--- config.mk ---
export PLATFORM = sky130hd
export DESIGN_NAME = mine_generator
export DESIGN_NICKNAME = d
export VERILOG_FILES = /design/src/rtl/mine_generator.sv
export SDC_FILE = /design/constraint.sdc
export NUM_CORES = 1
export LEC_CHECK = 0
export ABC_AREA = 1
export CAP_MARGIN = 20
export CORE_MARGIN = 5
export CORE_UTILIZATION = 40
export DETAILED_ROUTE_END_ITERATION = 7
export SLEW_MARGIN = 20
export SYNTH_ARGS = -nofsm -noshare
export SYNTH_HDL_FRONTEND = slang
export SYNTH_SLANG_ARGS = --single-unit
--- constraint.sdc ---
create_clock -name clk -period 14.7 [get_ports clk]
set_input_delay 4.41 -clock clk [delete_from_list [all_inputs] [get_ports clk]]
set_output_delay 4.41 -clock clk [all_outputs]
set_load 0.02 [all_outputs]
--- src/rtl/mine_generator.sv ---
// Mine map generator: on a level-start edge, clears a 16x16 map and places distinct mines inside the
// active grid using a free-running Galois LFSR. Optional PLACE timeout is enabled by MINE_GEN_TIMEOUT_EN.
module mine_generator #(
  parameter logic [15:0] LFSR_SEED      = 16'hACE1,
  parameter int          TIMEOUT_CYCLES = 4096
) (
  input  logic       clk,
  input  logic       rst,
  input  logic       level_enable,
  input  logic [4:0] button_num,
  input  logic [5:0] mines,
  input  logic [3:0] rd_x,
  input  logic [3:0] rd_y,
  output logic       rd_mine,
  output logic       gen_busy,
  output logic       gen_done,
  output logic [5:0] mines_placed,
  output logic       gen_timeout
);

  typedef enum logic [1:0] {IDLE, CLEAR, PLACE, DONE} state_t;

  // An all-zero seed would lock the LFSR up.
  localparam logic [15:0] SEED_EFF = (LFSR_SEED == 16'h0000) ? 16'h0001 : LFSR_SEED;

  state_t      state_reg, state_next;
  logic        prev_en_reg;
  logic        start;
  logic [15:0] lfsr_reg;
  logic [4:0]  side_reg, side_cap;
  logic [5:0]  target_reg, target_cap;
  logic [8:0]  cells_cap;
  logic [5:0]  placed_reg;
  logic        rd_mine_reg;
  logic [3:0]  cand_x, cand_y;
  logic        accept;
  logic        timeout_hit;
  logic [15:0] map_row [16];

  assign start  = level_enable & ~prev_en_reg;
  assign cand_x = lfsr_reg[3:0];
  assign cand_y = lfsr_reg[7:4];

  always_comb begin
    side_cap  = (button_num > 5'd16) ? 5'd16 : button_num;
    cells_cap = 9'(side_cap) * 9'(side_cap);
    if (side_cap == 5'd0)
      target_cap = 6'd0;
    else if ({3'b000, mines} >= cells_cap)
      target_cap = 6'(cells_cap - 9'd1);
    else
      target_cap = mines;
  end

  // Unplaced candidates (occupied or off-grid) are simply skipped; the LFSR moves on next cycle.
  assign accept = (state_reg == PLACE) && !start && (placed_reg != target_reg) &&
                  ({1'b0, cand_x} < side_reg) && ({1'b0, cand_y} < side_reg) &&
                  !map_row[cand_y][cand_x];

  always_comb begin
    state_next = state_reg;
    if (start) begin
      state_next = CLEAR;
    end else begin
      case (state_reg)
        CLEAR:   state_next = (target_reg == 6'd0) ? DONE : PLACE;
        PLACE:   if ((placed_reg == target_reg) || timeout_hit) state_next = DONE;
        default: state_next = state_reg;
      endcase
    end
  end

  always_ff @(posedge clk) begin
    if (rst) begin
      state_reg   <= IDLE;
      prev_en_reg <= 1'b0;
      lfsr_reg    <= SEED_EFF;
      side_reg    <= 5'd0;
      target_reg  <= 6'd0;
      placed_reg  <= 6'd0;
      rd_mine_reg <= 1'b0;
    end else begin
      state_reg   <= state_next;
      prev_en_reg <= level_enable;
      lfsr_reg    <= {1'b0, lfsr_reg[15:1]} ^ (lfsr_reg[0] ? 16'hB400 : 16'h0000);
      rd_mine_reg <= map_row[rd_y][rd_x];
      if (start) begin
        side_reg   <= side_cap;
        target_reg <= target_cap;
      end
      if (state_reg == CLEAR)
        placed_reg <= 6'd0;
      else if (accept)
        placed_reg <= placed_reg + 6'd1;
    end
  end

  genvar gi;
  generate
    for (gi = 0; gi < 16; gi++) begin : g_row
      logic [15:0] row_reg;
      always_ff @(posedge clk) begin
        if (rst || (state_reg == CLEAR))
          row_reg <= 16'h0000;
        else if (accept && (cand_y == 4'(gi)))
          row_reg[cand_x] <= 1'b1;
      end
      assign map_row[gi] = row_reg;
    end
  endgenerate

`ifdef MINE_GEN_TIMEOUT_EN
  logic [15:0] tcnt_reg;
  logic        timeout_reg;

  // Fires on the TIMEOUT_CYCLES-th PLACE cycle unless that cycle's placement meets the target.
  assign timeout_hit = (state_reg == PLACE) && (placed_reg != target_reg) &&
                       (tcnt_reg == 16'(TIMEOUT_CYCLES - 1)) &&
                       !(accept && ((placed_reg + 6'd1) == target_reg));

  always_ff @(posedge clk) begin
    if (rst) begin
      tcnt_reg    <= 16'd0;
      timeout_reg <= 1'b0;
    end else if (state_reg == CLEAR) begin
      tcnt_reg    <= 16'd0;
      timeout_reg <= 1'b0;
    end else begin
      if (state_reg == PLACE) tcnt_reg <= tcnt_reg + 16'd1;
      if (timeout_hit) timeout_reg <= 1'b1;
    end
  end

  assign gen_timeout = timeout_reg;
`else
  // Constant false; TIMEOUT_CYCLES only matters in the timeout build.
  assign timeout_hit = (TIMEOUT_CYCLES < 0);
  assign gen_timeout = 1'b0;
`endif

  assign rd_mine      = rd_mine_reg;
  assign gen_busy     = (state_reg == CLEAR) || (state_reg == PLACE);
  assign gen_done     = (state_reg == DONE);
  assign mines_placed = placed_reg;

endmodule

==> results of run 1 <==
layout make-up:
class                   instances  area [sq um]  area share
clock buffers                  58          1160      0.0630
clock inverters                 7          88.8     0.00484
inverters                     327          1230      0.0671
multi-input cells            1730          8740       0.476
flip-flops and latches        293          5870       0.320
well taps                     532           666      0.0362
repair buffers                 73           621      0.0338
worst max path at each step:
stage / startpoint / end / slack, ns / cells after the start
2_1_floorplan: button_num[0] / target_reg[0] / 6.18 / 22
3_3_place_gp: button_num[4] / target_reg[1] / 5.30 / 23
3_5_place_dp: button_num[4] / target_reg[2] / 5.22 / 23
4_1_cts: button_num[4] / target_reg[2] / 5.78 / 23
5_1_grt: button_num[4] / target_reg[0] / 5.30 / 23
6_report: button_num[0] / target_reg[2] / 5.75 / 23
synth_stat cells, types with 2 or more instances:
library cell  count
dfxtp_1         293
ha_1             23
buf_4             6
buf_1            15
clkbuf_1        126
nor2_1          194
fa_1              4
nor3_1            3
or2_2             3
conb_1            2
xor2_1           11
a21oi_1         369
a21boi_0          2
inv_1           324
nor4_1            2
inv_2             3
o21ai_1          12
o211ai_1         64
buf_2            65
o21ai_0         116
nand4_1         264
o21a_1            2
nand2_2           2
a31oi_1           2
o22ai_1           4
nand3_1         137
o31ai_1           5
nand2_1         492
o21bai_1          2
xnor2_1           7
stage by stage:
stage,instances,hold WS [ns],power (uW),setup slack [ns]
after floorplan,2562,0.388,957,6.18
after global placement,2953,0.392,1030,5.30
after detailed placement,2953,0.395,1040,5.22
after CTS,3018,0.403,1970,5.78
after global routing,3020,0.410,2020,5.30
final,3020,0.401,1960,5.75
kinds of logic after synthesis:
group,synth area share
AO/OA/AOI/OAI,0.187
other,0.000451
buffers and inverters,0.128
AND/OR/NAND/NOR,0.300
flip-flops,0.353
XOR/XNOR,0.00948
adder cells (fa/ha/maj),0.0221
layout by cell type, fill, tap and decap left out, types with 3 or more instances in the layout:
cell type / instances
nand2_1: 492
a21oi_1: 369
inv_1: 324
dfxtp_1: 291
nand4_1: 264
nor2_1: 164
nand3_1: 137
o21ai_0: 116
o211ai_1: 64
buf_4: 43
clkbuf_16: 39
nor2_2: 28
clkdlybuf4s50_1: 27
ha_1: 23
o21ai_1: 12
xor2_1: 11
clkbuf_8: 11
clkbuf_1: 8
xnor2_1: 7
o31ai_1: 5
conb_1: 5
o22ai_1: 4
fa_1: 4
clkinv_2: 4
nor3_1: 3
nor2_4: 3
or2_2: 3
layer usage:
layer,global-route usage,routed length (um),vias up
met5,0,0,-
met4,0.0915,2330,0
met3,0.0328,5560,160
met2,0.402,27000,769
met1,0.350,25900,8234
li1,-,-,8361
where the power goes:
part	total (uW)	internal, uW	switching [uW]
Clock	936	574	362
Combinational	218	49.9	168
Sequential	807	800	6.24
worst register-to-register path, delay by kind of cell, from the launching register on:
kind | cells | cell delay, ns
buf+inv | 4 | 2.19
compound gates | 2 | 0.48
simple gates | 12 | 2.39
flops | 1 | 0.53
==> results.py, run 1 <==
metrics = {
    "run_status": {
        "status": "finished clean",
    },
    "cts": {
        "clk_latency_ns": 0.54,
        "tritoncts.num_buffers": 37,
        "clockBufferDepth": 3,
        "cts_resized": 0,
        "post-cts-setup-buffer-count": 0,
        "ctsRootBufferMaster": "clkbuf_16",
        "h-tree-depth": 2,
        "cts_tree": "built",
        "cts_num_sinks": 293,
        "cts_hold_buf": 0,
        "path_clk_slew_ns": 0.05,
    },
    "logic_synthesis": {
        "synth_cells": 2559,
        "synthDistinctLibCells": 35,
        "async_reset_ff_frac": 0,
        "ys.flop_type": "dfxtp_1",
        "ys_seq_area_frac": 0.353,
        "yosysTopAreaCell": "dfxtp_1",
        "syn_area_per_cell_sq_um": 6.50,
        "synth_edf_count": 0,
        "ys.warnings.count": 0,
        "synth_top_area_share": 0.353,
        "synthesis.area_sq_um": 16600,
        "synthTopCellsByArea": "dfxtp_1 35%, a21oi_1 11%, nand2_1 11%, nand4_1 9.9%, inv_1 7.3%",
        "ys_seq_elements": 293,
    },
    "worst_hold_path": {
        "holdPathStages": 2,
        "holdCritPathClass": "reg2reg",
        "holdPathEnd": "lfsr_reg[14]",
        "worstHoldStart": "lfsr_reg[15]",
    },
    "setup_path": {
        "crit_slowest_cell": "fa_1",
        "crit_fanout": 6,
        "timing.rr.end": "mines_placed[1]",
        "cp_common_cell": "nand2_1",
        "worst-setup-path-type": "in2reg",
        "path_cells": "clkdlybuf4s50_1 -> nor4_1 -> o21ai_0 -> fa_1 -> fa_1 -> inv_1 -> fa_1 -> ha_1 -> xnor2_1 -> inv_1 -> ha_1 -> nand2_1 -> inv_1 -> a31oi_1 -> o21ai_0 -> nand2_1 -> inv_1 -> o21ai_0 -> o21ai_0 -> nand2_1 -> nand2_1 -> nand3_1 -> nand2_1",
        "crit_family": "adder cells",
        "reg2reg_from": "lfsr_reg[4]",
        "start_kind": "input port",
        "required_ns": 15.18,
        "r2r_setup_slack_ns": 9.00,
        "ff2ff_path_depth": 18,
        "critPathBufInv": 5,
        "cp_slowest_stage_delay_ns": 0.54,
        "arrival_ns": 9.43,
        "end_kind": "flop",
    },
    "routing": {
        "dr.pass1.iters": 5,
        "wire_per_inst_um": 20.1,
        "drc": 0,
        "vias": 17500,
        "avgViaCountPerCell": 5.80,
        "routed_wirelength_mm": 60.8,
        "drt_first_iter_violations": 2137,
        "antenna_left": 0,
    },
    "die": {
        "rows": 74,
        "fp.dieW_um": 214,
        "initial_core_util": 0.406,
        "fp.dieH_um": 214,
        "num_io_pins": 32,
        "dieArea_sq_um": 45800,
        "design.core.area_sq_um": 41000,
    },
    "placed_design": {
        "dpl.hpwl_mm": 33.6,
        "gp_congestion": 0.843,
        "placed_area_sq_um": 17100,
        "portBuffers": 30,
    },
    "power_and_ir_drop": {
        "peakVddDrop_v": 0.0000695,
        "power_per_cell_area_nw_per_um2": 107,
        "leakagePower_uw": 0.00641,
    },
    "sta": {
        "finalSetupTns_ns": 0,
        "worstMarginPinSlew_ns": 1.11,
        "fin_crit_sh": 0.609,
        "relSlewSlack": 0.262,
        "fmax_ghz": 0.112,
        "setup_viol": 0,
        "finalHoldViolCount": 0,
        "rsz0062_at_grt": "false",
        "post-route-min-period_ns": 8.95,
        "skew_ns": 0.0166,
        "drv_slew": 0,
    },
    "global_route": {
        "antenna_found_initial": 0,
        "grt_first_pass_wirelength_mm": 93.7,
        "grt_max_degree": 105,
        "grt_use_total": 0.252,
        "overflow": 0,
        "grt_pass1_vias": 16300,
    },
    "cells_and_area": {
        "drive_gt1_frac": 0.0583,
        "synthToLayoutAreaGrowth_pct": 10.5,
        "largest_reg_flops": 256,
        "fin_util": 0.448,
        "final_area_sq_um": 18400,
        "n_antenna_cell": 0,
        "fin_nets": 2511,
        "final.fill_count": 4297,
    },
    "run": {
        "maxCapViolCount": 0,
    },
}
Power figures use the tool's default switching activity.
==> run 2: changes to the inputs <==
- clock period: 14.7 -> 8.55 ns (I/O delays scaled with it)
==> run 2 against run 1 <==
Effect of this change:
- total power increased by 68%
- core utilization is 0.10 points lower
- setup slack got worse by 4.3 ns
- flip-flop and latch count is the same
- routed wire length decreased by 1.2%
- cell count is 0.40% lower
- hold slack got worse by 0.0050 ns
- cell area decreased by 0.22%
- die area unchanged
==> results.py, run 2 (synthesized netlist as in run 1, its figures left out) <==
metrics = {
    "cells_and_area": {
        "mostFrequentLayoutCells": "492 x nand2_1, 369 x a21oi_1, 324 x inv_1",
        "mostFrequentLayoutCell": "nand2_1",
        "largest_reg_flops": 256,
        "synthToLayoutAreaGrowth_pct": 10.2,
        "drive_gt1_frac": 0.0545,
        "final.fill_count": 4277,
        "fin_nets": 2503,
        "n_antenna_cell": 0,
    },
    "setup_path": {
        "worst-setup-path-type": "in2reg",
        "r2r_setup_slack_ns": 3.76,
        "required_ns": 9.02,
        "critPathBufInv": 5,
        "cp_slowest_stage_delay_ns": 0.54,
        "start_kind": "input port",
        "crit_family": "adder cells",
        "arrival_ns": 7.55,
        "cp_common_cell": "nand2_1",
        "end_kind": "flop",
        "crit_fanout": 6,
        "crit_slowest_cell": "fa_1",
        "path_cells": "clkdlybuf4s50_1 -> nor4_1 -> o21ai_0 -> fa_1 -> fa_1 -> inv_1 -> fa_1 -> ha_1 -> xnor2_1 -> inv_1 -> ha_1 -> nand2_1 -> inv_1 -> a31oi_1 -> o21ai_0 -> nand2_1 -> inv_1 -> o21ai_0 -> o21ai_0 -> nand2_1 -> nand2_1 -> nand3_1 -> nand2_1",
    },
    "power_and_ir_drop": {
        "clkPwrFrac": 0.467,
        "switching_share": 0.277,
        "peakVddDrop_v": 0.000115,
        "p_sw_uw": 913,
        "internal_power_uw": 2380,
        "combPwrFrac": 0.112,
        "power_per_cell_area_nw_per_um2": 180,
        "leakagePower_uw": 0.00636,
        "pwr-share-seq": 0.422,
    },
    "global_route": {
        "grt_max_degree": 250,
        "grt_use_total": 0.249,
        "overflow": 0,
        "grt_first_pass_wirelength_mm": 93.0,
        "grt_pass1_vias": 16100,
        "antenna_found_initial": 0,
    },
    "placed_design": {
        "gp_congestion": 0.875,
        "dpl.hpwl_mm": 33.4,
        "portBuffers": 30,
        "pre_cts_ws_ns": 0.963,
    },
    "routing": {
        "vias": 17500,
        "dr_wl_met3_mm": 5.97,
        "drc": 0,
        "routed_wirelength_mm": 60.1,
        "wl_met2_mm": 26.3,
        "drt-met1-wl_mm": 25.7,
        "highest_layer": "met4",
        "antenna_left": 0,
        "dr.pass1.iters": 5,
        "avgViaCountPerCell": 5.80,
        "drt_first_iter_violations": 2208,
        "wire_per_inst_um": 20.0,
    },
    "sta": {
        "setup_viol": 0,
        "post-route-min-period_ns": 7.07,
        "fmax_ghz": 0.141,
        "rsz0062_at_grt": "false",
        "finalSetupTns_ns": 0,
        "skew_ns": 0.0242,
        "worstMarginPinSlew_ns": 1.13,
        "fin_crit_sh": 0.827,
        "drv_slew": 0,
        "hold-worst-slack_ns": 0.397,
        "finalHoldViolCount": 0,
        "layout_setup_ws_ns": 1.48,
        "relSlewSlack": 0.245,
    },
    "die": {
        "design.core.area_sq_um": 41000,
        "dieArea_sq_um": 45800,
        "fp.dieW_um": 214,
        "fp.dieH_um": 214,
        "num_io_pins": 32,
        "initial_core_util": 0.406,
        "rows": 74,
    },
    "cts": {
        "cts_tree": "built",
        "cts_hold_buf": 0,
        "h-tree-depth": 2,
        "cts_resized": 0,
        "clockBufferDepth": 3,
        "cts_num_sinks": 293,
        "clk_latency_ns": 0.54,
        "path_clk_slew_ns": 0.06,
        "post-cts-setup-buffer-count": 0,
        "ctsRootBufferMaster": "clkbuf_16",
        "tritoncts.num_buffers": 35,
    },
    "worst_hold_path": {
        "holdCritPathClass": "reg2reg",
    },
    "run": {
        "maxCapViolCount": 0,
    },
    "run_status": {
        "status": "finished clean",
    },
}
[run 2: power groups by stage]
stage / clock (uW) / sequential, uW / combinational, uW
floorplan: 0 / 1410 / 233
global placement: 0 / 1420 / 355
global route: 1620 / 1390 / 394
CTS: 1560 / 1390 / 358
finish: 1540 / 1390 / 368
detailed placement: 0 / 1420 / 356
[run 2: final timing paths]
check / startpoint / to / cells after the start
hold reg to reg: lfsr_reg[15] / lfsr_reg[14] / 2
setup / recovery: button_num[0] / target_reg[4] / 23
hold / removal: lfsr_reg[15] / lfsr_reg[14] / 2
setup reg to reg: lfsr_reg[4] / g_row[6].row_reg[6] / 17
[run 2: worst register-to-register path, delay by kind of cell (launching register included)]
family / cells / cell delay [ns]
buffers and inverters: 4 / 1.88
AND/OR/NAND/NOR: 10 / 1.52
AO/OA/AOI/OAI: 3 / 0.72
flip-flops: 1 / 0.57
[run 2: layout make-up]
cell class	count	area, sq um	area share
Tap cell	532	666	0.0363
Inverter	327	1230	0.0672
Sequential cell	293	5870	0.320
Timing Repair Buffer	67	642	0.0350
Clock inverter	13	164	0.00894
Clock buffer	46	1010	0.0551
Multi-Input combinational cell	1730	8750	0.477
[run 2: stage by stage]
step | instances | area (sq um) | power, uW | util
floorplan | 2562 | 16600 | 1640 | -
global placement | 2946 | 17100 | 1780 | 0.417
detailed placement | 2946 | 17100 | 1780 | 0.417
CTS | 3005 | 18300 | 3310 | 0.445
global route | 3008 | 18300 | 3400 | 0.447
finish | 3008 | 18300 | 3300 | 0.447
[run 2: routing by layer]
layer / up-vias / track usage
li1: 8349 / -
met1: 8122 / 0.343
met2: 812 / 0.392
met3: 169 / 0.0508
met4: 0 / 0.0855
met5: - / 0
